$ cat src/rtl/qu_common_pkg.sv
// rtl/qu_common_pkg.sv - shared reservation-station types and issue FSM encoding
package qu_common;

    localparam int RES_ST_DEPTH = 16;
    localparam int RES_ST_AW    = $clog2(RES_ST_DEPTH);

    typedef logic [RES_ST_AW-1:0] res_st_addr_t;

    typedef struct packed {
        logic [7:0]  opcode;
        logic [5:0]  prd;
        logic [31:0] imm;
    } res_st_cell_t;

    typedef enum logic [1:0] {
        IDLE  = 2'd0,
        READ  = 2'd1,
        ISSUE = 2'd2
    } issue_state_t;

    // Depth is a power of two, so the natural address overflow is the wrap.
    function automatic res_st_addr_t next_addr(input res_st_addr_t a);
        return a + res_st_addr_t'(1);
    endfunction

endpackage

$ cat src/rtl/qu_rr_picker.sv
// rtl/qu_rr_picker.sv - combinational round-robin find-first over a request vector
module qu_rr_picker
    import qu_common::*;
#(
    parameter int DEPTH = RES_ST_DEPTH
) (
    input  logic [DEPTH-1:0] i_req,
    input  res_st_addr_t     i_rr_ptr,
    output res_st_addr_t     o_pick,
    output logic             o_pick_valid
);

    res_st_addr_t w_idx;

    // Walk offsets high to low so the smallest offset from the pointer wins.
    always_comb begin
        o_pick       = '0;
        o_pick_valid = 1'b0;
        w_idx        = '0;
        for (int k = DEPTH - 1; k >= 0; k--) begin
            w_idx = i_rr_ptr + res_st_addr_t'(k);
            if (i_req[w_idx]) begin
                o_pick       = w_idx;
                o_pick_valid = 1'b1;
            end
        end
    end

endmodule

$ cat src/rtl/qu_issue_unit.sv
// rtl/qu_issue_unit.sv - reservation-station select/read/issue stage with flush
module qu_issue_unit
    import qu_common::*;
#(
    parameter int CNT_WIDTH = 32
) (
    input  logic                    clk,
    input  logic                    rst_n,
    input  logic [RES_ST_DEPTH-1:0] rs_busy_in,
    input  logic [RES_ST_DEPTH-1:0] rs_ready_in,
    output res_st_addr_t            rs_rd_addr_out,
    input  res_st_cell_t            rs_rd_data_in,
    output logic                    rs_free_en_out,
    output res_st_addr_t            rs_free_addr_out,
    output logic                    eu_valid_out,
    input  logic                    eu_ready_in,
    output res_st_cell_t            eu_uop_out,
    output res_st_addr_t            eu_tag_out,
    input  logic                    issue_stall_in,
    input  logic                    flush_in,
    output logic                    busy_out,
    output logic [CNT_WIDTH-1:0]    issued_cnt_out
);

    issue_state_t r_state;
    issue_state_t w_next_state;
    res_st_addr_t r_tag;
    res_st_addr_t r_rr_ptr;

    logic [RES_ST_DEPTH-1:0] w_cand;
    res_st_addr_t            w_pick;
    logic                    w_pick_valid;
    logic                    w_start;
    logic                    w_read_ok;
    logic                    w_accept;

    assign w_cand    = rs_busy_in & rs_ready_in;
    assign w_start   = w_pick_valid & ~issue_stall_in & ~flush_in;
    assign w_read_ok = ~flush_in & rs_busy_in[r_tag];
    assign w_accept  = eu_ready_in & ~flush_in;
    assign busy_out  = (r_state != IDLE);

    qu_rr_picker #(
        .DEPTH        (RES_ST_DEPTH)
    ) u_picker (
        .i_req        (w_cand),
        .i_rr_ptr     (r_rr_ptr),
        .o_pick       (w_pick),
        .o_pick_valid (w_pick_valid)
    );

    always_ff @(posedge clk or negedge rst_n) begin
        if (!rst_n) begin
            r_state <= IDLE;
        end else begin
            r_state <= w_next_state;
        end
    end

    always_comb begin
        w_next_state = r_state;
        case (r_state)
            IDLE:    if (w_start) w_next_state = READ;
            READ:    w_next_state = w_read_ok ? ISSUE : IDLE;
            ISSUE:   if (flush_in || eu_ready_in) w_next_state = IDLE;
            default: w_next_state = IDLE;
        endcase
    end

    // Entry loss in READ (busy dropped) abandons the issue without a free.
    always_ff @(posedge clk or negedge rst_n) begin
        if (!rst_n) begin
            r_tag            <= '0;
            r_rr_ptr         <= '0;
            rs_rd_addr_out   <= '0;
            rs_free_en_out   <= 1'b0;
            rs_free_addr_out <= '0;
            eu_valid_out     <= 1'b0;
            eu_uop_out       <= '0;
            eu_tag_out       <= '0;
            issued_cnt_out   <= '0;
        end else begin
            rs_free_en_out <= 1'b0;
            case (r_state)
                IDLE: begin
                    if (w_start) begin
                        rs_rd_addr_out <= w_pick;
                        r_tag          <= w_pick;
                    end
                end
                READ: begin
                    if (w_read_ok) begin
                        eu_uop_out   <= rs_rd_data_in;
                        eu_tag_out   <= r_tag;
                        eu_valid_out <= 1'b1;
                    end
                end
                ISSUE: begin
                    if (flush_in) begin
                        eu_valid_out <= 1'b0;
                    end else if (w_accept) begin
                        rs_free_en_out   <= 1'b1;
                        rs_free_addr_out <= r_tag;
                        issued_cnt_out   <= issued_cnt_out + 1'b1;
                        r_rr_ptr         <= next_addr(r_tag);
                        eu_valid_out     <= 1'b0;
                    end
                end
                default: ;
            endcase
        end
    end

endmodule

$ cat config.mk
export PLATFORM = sky130hd
export DESIGN_NAME = qu_issue_unit
export DESIGN_NICKNAME = d
export VERILOG_FILES = /design/src/rtl/qu_common_pkg.sv /design/src/rtl/qu_rr_picker.sv /design/src/rtl/qu_issue_unit.sv
export SDC_FILE = /design/constraint.sdc
export NUM_CORES = 1
export LEC_CHECK = 0
export BUFFER_PORTS_ARGS = -buffer_cell sky130_fd_sc_hd__buf_2
export CAP_MARGIN = 20
export CORE_UTILIZATION = 53
export CTS_CLUSTER_DIAMETER = 60
export DETAILED_ROUTE_END_ITERATION = 8
export HOLD_SLACK_MARGIN = 0.05
export MAX_ROUTING_LAYER = met4
export PLACE_DENSITY = 0.81
export SYNTH_ARGS = -nofsm -noshare
export SYNTH_HDL_FRONTEND = slang
export SYNTH_SLANG_ARGS = --single-unit
$ cat constraint.sdc
create_clock -name clk -period 5 [get_ports clk]
set_input_delay 1 -clock clk [delete_from_list [all_inputs] [get_ports clk]]
set_output_delay 1 -clock clk [all_outputs]
set_load 0.1 [all_outputs]
==> results of run 1 <==
==> kinds of logic (layout without fill, tap and decap cells) <==
group                    after synthesis  after routing  synth area share (%)
AO/OA/AOI/OAI                        103            103                  10.9
XOR/XNOR                              45             45                  6.40
adder cells (fa/ha/maj)                9              9                  1.76
buffers and inverters                 37            214                  2.54
flip-flops                            98             98                  38.4
multiplexers                         117            117                  26.0
AND/OR/NAND/NOR                      182            182                  14.0
==> area by class of cell <==
class | instances | area [sq um]
Sequential cell | 98 | 2450
Inverter | 9 | 33.8
Clock buffer | 11 | 243
Tap cell | 143 | 179
Fill cell | 862 | 3830
Timing Repair Buffer | 190 | 1000
Clock inverter | 4 | 27.5
Multi-Input combinational cell | 456 | 3790
==> metrics by stage <==
step                setup slack (ns)  instance area (sq um)
global placement                1.17                   7440
detailed placement              1.08                   7440
finish                         0.983                   7730
floorplan                      0.981                   6390
CTS                             1.08                   7710
global route                   0.705                   7730
==> placed cells by master (no fill, tap or decap), drive strengths merged, types with 16 or more instances in the layout <==
cell type,netlist,routed
and2,18,18
mux2,64,64
o21ai,31,31
dfrtp,98,98
nor2,33,33
mux2i,20,20
buf,14,190
mux4,33,33
a21oi,16,16
xnor2,31,31
nand3,26,26
nand2,61,61
==> worst register-to-register path, stage by stage (launching register included) <==
cell and delay (ns):
dfrtp_2 0.61, inv_1 0.33, ha_1 0.57, buf_4 0.26
mux4_2 0.54, o22ai_1 0.23, o2111ai_1 0.19, a2111oi_0 0.51
o311ai_0 0.28, a32oi_1 0.26, mux2_2 0.17
==> how the worst max path moves through the flow <==
stage | cells after the start | from | endpoint | slack (ns)
final | 10 | r_rr_ptr[0] | r_tag[3] | 0.98
after global routing | 10 | r_rr_ptr[0] | r_tag[3] | 0.71
after CTS | 9 | r_rr_ptr[0] | r_tag[1] | 1.08
after detailed placement | 10 | rs_busy_in[10] | r_tag[1] | 1.08
after global placement | 10 | rs_busy_in[13] | r_tag[1] | 1.17
after floorplan | 13 | r_rr_ptr[1] | r_tag[1] | 0.98
==> layer usage <==
layer	routed length, um	vias to the layer above
met3	1350	46
met5	0	-
met2	8880	260
met4	588	0
li1	-	2541
met1	7660	2749
==> sequential cells by signal, indices dropped and copies added (netlist names) <==
signal            count
eu_uop_out           46
r_rr_ptr              4
eu_tag_out            4
r_state               2
rs_free_addr_out      4
issued_cnt_out       32
eu_valid_out          1
r_tag                 4
rs_free_en_out        1
==> flow_summary.json, run 1 <==
{
  "cts_setup_buffers": 0,
  "fin_nets": 856,
  "required_ns": 5.28,
  "dieHeight_um": 112,
  "cts_buffers": 9,
  "synth_top_cell_area_share_pct": 38.4,
  "syn_area_sq_mm": 0.00639,
  "fin_skew_ns": 0.00500,
  "die_w_um": 112,
  "avgSynthCellArea_sq_um": 10.8,
  "htreeDepth": 3,
  "tns_ns": 0,
  "grt_overflow": 0,
  "fmax_ghz": 0.249,
  "track_usage_pct": 30.8,
  "grt.busiest_layer": "met2",
  "period_minus_slack_ns": 4.02,
  "layout-drive-gt1-share_pct": 40.5,
  "synth_commonest_cells": "98 x dfrtp_1, 64 x mux2_2, 61 x nand2_1",
  "reg2reg_to": "r_tag[3]",
  "synth.yosys.warnings": 0,
  "cp_max_fo": 19,
  "clk_pin_slew_worst_paths_ns": 0.07,
  "fin_crit_sh_pct": 80.3,
  "grt_pass1_vias": 5405,
  "worst-path-buf-inv": 2,
  "final-max-slew-violation-count": 0,
  "yosysMostFrequentCell": "dfrtp_1",
  "utilization_pct": 66.9,
  "cp_top_family": "compound AO/OA/AOI/OAI gates",
  "slowest_stage": "dfrtp_2",
  "setup_violations": 0,
  "cts_tree": "done",
  "grt_pass1_wl_um": 28800,
  "wl_per_cell_um": 20.3,
  "placementRows": 39,
  "vias": 5596,
  "cp.arrival_ns": 4.29,
  "rsz0062_at_grt": "no",
  "synth_edf_count": 0,
  "synthesis.nets": 683,
  "synth_cell_types": 62,
  "core_region_area_sq_mm": 0.0116,
  "yosysTopAreaCell": "dfrtp_1",
  "synth_area_leaders": "dfrtp_1 38%, mux4_2 12%, mux2_2 11%, xnor2_1 4.0%, nand2_1 3.6%",
  "insertion_delay_ns": 0.34,
  "path_class": "flop to flop",
  "met1_usage_pct": 38.4,
  "antenna_found_initial": 0,
  "whs_path_depth": 1,
  "post_cts_resized": 0,
  "grt_use_met3_pct": 6.53,
  "ctsHoldBuffers": 0,
  "clk_path_buf_depth": 2,
  "drtPass1Iterations": 8,
  "use_met2_pct": 49.9,
  "grt_max_degree": 72,
  "reg2reg_slack_ns": 0.98,
  "ant_nets": 0,
  "num_antenna_cells": 0,
  "place.gp.congestion": 0.992,
  "reg2reg_from": "r_rr_ptr[0]",
  "synth-seq-area-share_pct": 38.4,
  "worst_pin_slew_ns": 0.861,
  "critPathMaxStageDelay_ns": 0.61,
  "async_flop_share_pct": 100,
  "cap_viol_max_count": 0,
  "dp.cells": 895,
  "clock_sinks": 98,
  "worstHoldPathType": "flop to flop",
  "min_from": "issued_cnt_out[31]",
  "drcViolationCount": 6,
  "crit_path_end_kind": "flop",
  "io_buffers": 175,
  "ys.flop_type": "dfrtp_1",
  "drt-initial-drc-count": 407,
  "hold_violations": 0,
  "io_pins": 176,
  "dieArea_sq_mm": 0.0125,
  "syn_inst": 591,
  "initial_core_util_pct": 55.3,
  "status": "finished, violations left",
  "cts_root_buffer": "clkbuf_16",
  "worstRegToRegCells": 10,
  "dp_hpwl_um": 14000,
  "drt-vias-per-instance": 6.14,
  "slew_headroom_pct": 42.6,
  "instances_no_fill": 911,
  "ys_ff_latch": 98,
  "start_kind": "flop",
  "drt_wl_total_um": 18500,
  "violations": "design-rule violations",
  "holdWs_ns": 0.470,
  "syn_to_final_growth_pct": 21.0,
  "holdPathEnd": "issued_cnt_out[31]",
  "cp_cell_sequence": "inv_1 -> ha_1 -> buf_4 -> mux4_2 -> o22ai_1 -> o2111ai_1 -> a2111oi_0 -> o311ai_0 -> a32oi_1 -> mux2_2"
}
Power of run 1 is not shown: default switching activity piles up to over one toggle a cycle in this logic, so the estimate is an artifact.
==> run 2, diff against run 1 <==
==> constraint.sdc (replaced) <==
create_clock -name clk -period 3.7 [get_ports clk]
set_input_delay 0.74 -clock clk [delete_from_list [all_inputs] [get_ports clk]]
set_output_delay 0.74 -clock clk [all_outputs]
set_load 0.1 [all_outputs]
==> flow_summary.json, run 2 (synthesized netlist as in run 1, its figures left out) <==
{
  "cts_tree": "done",
  "regArea_sq_mm": 0.00245,
  "dr_wl_met2_um": 9640,
  "cts_root_buffer": "clkbuf_16",
  "drt-initial-drc-count": 418,
  "fin_ws_ns": 0.152,
  "insertion_delay_ns": 0.33,
  "violations": "design-rule violations",
  "antenna_found_initial": 0,
  "initial_core_util_pct": 55.3,
  "cts_setup_buffers": 0,
  "clock_sinks": 98,
  "dp.cells": 938,
  "grt_overflow": 0,
  "core_region_area_sq_mm": 0.0116,
  "regMostFlops": "eu_uop_out",
  "clk_pin_slew_worst_paths_ns": 0.07,
  "path_class": "flop to flop",
  "post_cts_resized": 0,
  "worstHoldPathType": "input pin to asynchronous set/reset pin",
  "nFillCells": 837,
  "utilization_pct": 70.2,
  "placementRows": 39,
  "htreeDepth": 3,
  "fin_nets": 898,
  "final-max-slew-violation-count": 0,
  "final_cell_mix": "174 x buf_2, 97 x dfrtp_1, 64 x mux2_2",
  "grt_pass1_wl_um": 30800,
  "tns_ns": 0,
  "dieHeight_um": 112,
  "vias": 5806,
  "fin_skew_ns": 0.00541,
  "required_ns": 3.89,
  "ctsHoldBuffers": 0,
  "drtPass1Iterations": 8,
  "pre_cts_ws_ns": 0.103,
  "grt_pass1_vias": 5822,
  "dp_hpwl_um": 15400,
  "drt-vias-per-instance": 6.09,
  "rsz0062_at_grt": "no",
  "start_kind": "flop",
  "fin_crit_sh_pct": 95.9,
  "setup_violations": 0,
  "grt_max_degree": 65,
  "clk_path_buf_depth": 2,
  "top_regs": "eu_uop_out x46, issued_cnt_out x32",
  "drcViolationCount": 9,
  "period_minus_slack_ns": 3.55,
  "drt_wl_total_um": 19800,
  "status": "finished, violations left",
  "track_usage_pct": 33.3,
  "final_common_cell": "buf_2",
  "hold_violations": 0,
  "ant_nets": 0,
  "multi_input_area_sq_mm": 0.00382,
  "cp.arrival_ns": 3.74,
  "io_pins": 176,
  "worst_pin_slew_ns": 0.778,
  "io_buffers": 175,
  "instances_no_fill": 954,
  "wl_met1_um": 7930,
  "layout-drive-gt1-share_pct": 43.9,
  "syn_to_final_growth_pct": 26.9,
  "slew_headroom_pct": 48.1,
  "cp_max_fo": 7,
  "crit_path_end_kind": "flop",
  "cap_viol_max_count": 0,
  "wl_per_cell_um": 20.7,
  "place.gp.congestion": 1.01,
  "dieArea_sq_mm": 0.0125,
  "wl_met3_um": 1340,
  "num_antenna_cells": 0,
  "die_w_um": 112,
  "largest_register_ffs": 46,
  "fmax_ghz": 0.282,
  "top_layer": "met4",
  "cts_buffers": 9
}
run 2: cell count changes in the layout (fill, tap and decap cells not counted), sizes merged:
| cell | change |
|---|---|
| buf | +42 |
| bufinv | +1 |
| clkbuf | -1 |
| clkinvlp | +2 |
| inv | -1 |
run 2: cell type report:
class	count	area share [%]
multi-input combinational	456	47.0
sequential	98	30.2
timing repair buffer	232	16.5
clock buffer	10	2.82
tap	143	2.21
clock inverter	6	0.833
inverter	9	0.416
run 2: stage by stage:
step | hold slack (ns) | cell area, sq um
global route | 0.498 | 8110
detailed placement | 0.468 | 7790
floorplan | 0.444 | 6400
CTS | 0.481 | 8090
finish | 0.476 | 8110
global placement | 0.450 | 7790
run 2: routing by layer:
metal / vias up / GRT usage (%)
met1: 2835 / 40.8
met4: 0 / 15.9
li1: 2625 / -
met3: 58 / 6.59
met2: 288 / 53.0
met5: - / -
run 2: critical path, cell delays in order (launching register included):
cell and delay [ns]:
dfrtp_1 0.46, buf_4 0.23, ha_1 0.25, xor2_2 0.21, buf_4 0.17, inv_1 0.08, mux4_2 0.53, mux2i_1 0.27
and2_1 0.19, nand2_1 0.06, o41a_1 0.54, mux2i_1 0.26, o21ai_0 0.15
run 2: worst paths after layout:
| check | startpoint | end | slack [ns] | cells past startpoint |
|---|---|---|---|---|
| min in group clk | issued_cnt_out[31] | issued_cnt_out[31] | 0.48 | 1 |
| worst max-delay path | r_rr_ptr[2] | r_tag[0] | 0.15 | 12 |
| worst min register to register | issued_cnt_out[31] | issued_cnt_out[31] | 0.48 | 1 |
| worst min-delay path | rst_n | issued_cnt_out[23] | 0.48 | 1 |
| worst max register to register | r_rr_ptr[2] | r_tag[0] | 0.15 | 12 |
| max in group asynchronous | rst_n | eu_uop_out[18] | 2.41 | 2 |
Power of run 2 is left out for the same reason.
==> run 3, diff against run 2 <==
--- a/config.mk
+++ b/config.mk
@@ -7,12 +7,13 @@
 export LEC_CHECK = 0
 export BUFFER_PORTS_ARGS = -buffer_cell sky130_fd_sc_hd__buf_2
 export CAP_MARGIN = 20
-export CORE_UTILIZATION = 53
+export CORE_ASPECT_RATIO = 1.4
+export CORE_UTILIZATION = 58
 export CTS_CLUSTER_DIAMETER = 60
 export DETAILED_ROUTE_END_ITERATION = 8
 export HOLD_SLACK_MARGIN = 0.05
 export MAX_ROUTING_LAYER = met4
-export PLACE_DENSITY = 0.81
+export PLACE_DENSITY_LB_ADDON = 0.1
 export SYNTH_ARGS = -nofsm -noshare
 export SYNTH_HDL_FRONTEND = slang
 export SYNTH_SLANG_ARGS = --single-unit
==> constraint.sdc (replaced) <==
create_clock -name clk -period 4.45 [get_ports clk]
set_input_delay 0.89 -clock clk [delete_from_list [all_inputs] [get_ports clk]]
set_output_delay 0.89 -clock clk [all_outputs]
set_load 0.1 [all_outputs]
==> flow_summary.json, run 3 (synthesized netlist as in run 1, its figures left out) <==
{
  "status": "complete, no violations",
  "hold_violations": 0,
  "vias": 5715,
  "multi_input_area_sq_mm": 0.00379,
  "cts_buffers": 9,
  "fin_crit_sh_pct": 85.5,
  "die_w_um": 90.7,
  "placementRows": 45,
  "post_cts_resized": 0,
  "htreeDepth": 3,
  "track_usage_pct": 35.1,
  "rsz0062_at_grt": "no",
  "initial_core_util_pct": 59.1,
  "grt_max_degree": 68,
  "final_common_cell": "buf_2",
  "drt_wl_total_um": 19000,
  "ant_nets": 0,
  "clk_path_buf_depth": 2,
  "path_class": "flop to flop",
  "cts_tree": "done",
  "fin_skew_ns": 0.00683,
  "nFillCells": 797,
  "slowest_stage": "xnor2_2",
  "largest_register_ffs": 46,
  "antenna_found_initial": 0,
  "dieArea_sq_mm": 0.0115,
  "reg2reg_slack_ns": 0.65,
  "regArea_sq_mm": 0.00245,
  "dieHeight_um": 126,
  "start_kind": "flop",
  "cp_max_fo": 9,
  "worstHoldPathType": "flop to flop",
  "fin_nets": 865,
  "grt_pass1_vias": 5667,
  "cap_viol_max_count": 0,
  "cp_cell_sequence": "inv_1 -> ha_1 -> xnor2_2 -> mux4_2 -> mux2_2 -> nor4_2 -> nand4_1 -> o41a_1 -> a21boi_1 -> a221oi_2",
  "setup_violations": 0,
  "grt_overflow": 0,
  "slew_headroom_pct": 46.1,
  "io_buffers": 175,
  "clock_sinks": 98,
  "ctsHoldBuffers": 0,
  "core_region_area_sq_mm": 0.0108,
  "layout-drive-gt1-share_pct": 41.4,
  "wl_per_cell_um": 20.7,
  "cts_root_buffer": "clkbuf_16",
  "dp_hpwl_um": 14500,
  "final-max-slew-violation-count": 0,
  "grt_pass1_wl_um": 29600,
  "cp_top_family": "compound AO/OA/AOI/OAI gates",
  "regMostFlops": "eu_uop_out",
  "drt-vias-per-instance": 6.22,
  "drcViolationCount": 0,
  "worst-path-buf-inv": 1,
  "crit_path_end_kind": "flop",
  "required_ns": 4.70,
  "num_antenna_cells": 0,
  "worst_pin_slew_ns": 0.808,
  "final_cell_mix": "174 x buf_2, 97 x dfrtp_1, 64 x mux2_2",
  "insertion_delay_ns": 0.34,
  "tns_ns": 0,
  "place.gp.congestion": 1.09,
  "critPathMaxStageDelay_ns": 0.64,
  "fmax_ghz": 0.263,
  "drt-initial-drc-count": 341,
  "period_minus_slack_ns": 3.80,
  "drtPass1Iterations": 5,
  "clk_pin_slew_worst_paths_ns": 0.07,
  "cp.arrival_ns": 4.05,
  "io_pins": 176,
  "cts_setup_buffers": 0,
  "syn_to_final_growth_pct": 23.1,
  "top_regs": "eu_uop_out x46, issued_cnt_out x32"
}
## run 3: layer usage
layer / wire (um) / share of wire (%) / track usage (%) / vias to the layer above
met5: 0 / 0 / - / -
met4: 1270 / 6.7 / 23.1 / 0
met1: 6710 / 35 / 36.8 / 2727
met3: 1220 / 6.4 / 5.43 / 86
li1: - / - / - / 2573
met2: 9800 / 52 / 60.7 / 329
## run 3: area by class of cell
type,instances,share of cell area (%)
inverter,9,0.429
multi-input combinational,456,48.2
timing repair buffer,199,13.8
clock inverter,6,1.11
clock buffer,10,3.04
sequential,98,31.2
tap,141,2.24
## run 3: stage by stage
step	utilization [%]	setup WS (ns)	instance area [sq um]	hold WS, ns	cells
floorplan	-	0.431	6390	0.519	591
global placement	69.8	0.745	7540	0.456	903
detailed placement	69.8	0.676	7540	0.455	903
CTS	72.8	0.677	7870	0.479	919
global route	72.8	0.452	7870	0.497	919
finish	72.8	0.647	7870	0.474	919
## run 3: worst paths after layout
path	start	endpoint	cells past startpoint
worst max-delay path	r_rr_ptr[0]	r_tag[1]	10
worst min-delay path	issued_cnt_out[31]	issued_cnt_out[31]	1
worst max register to register	r_rr_ptr[0]	r_tag[1]	10
worst min register to register	issued_cnt_out[31]	issued_cnt_out[31]	1
max in group asynchronous	rst_n	eu_uop_out[23]	2
min in group asynchronous	rst_n	eu_tag_out[0]	1
Power of run 3 is left out for the same reason.
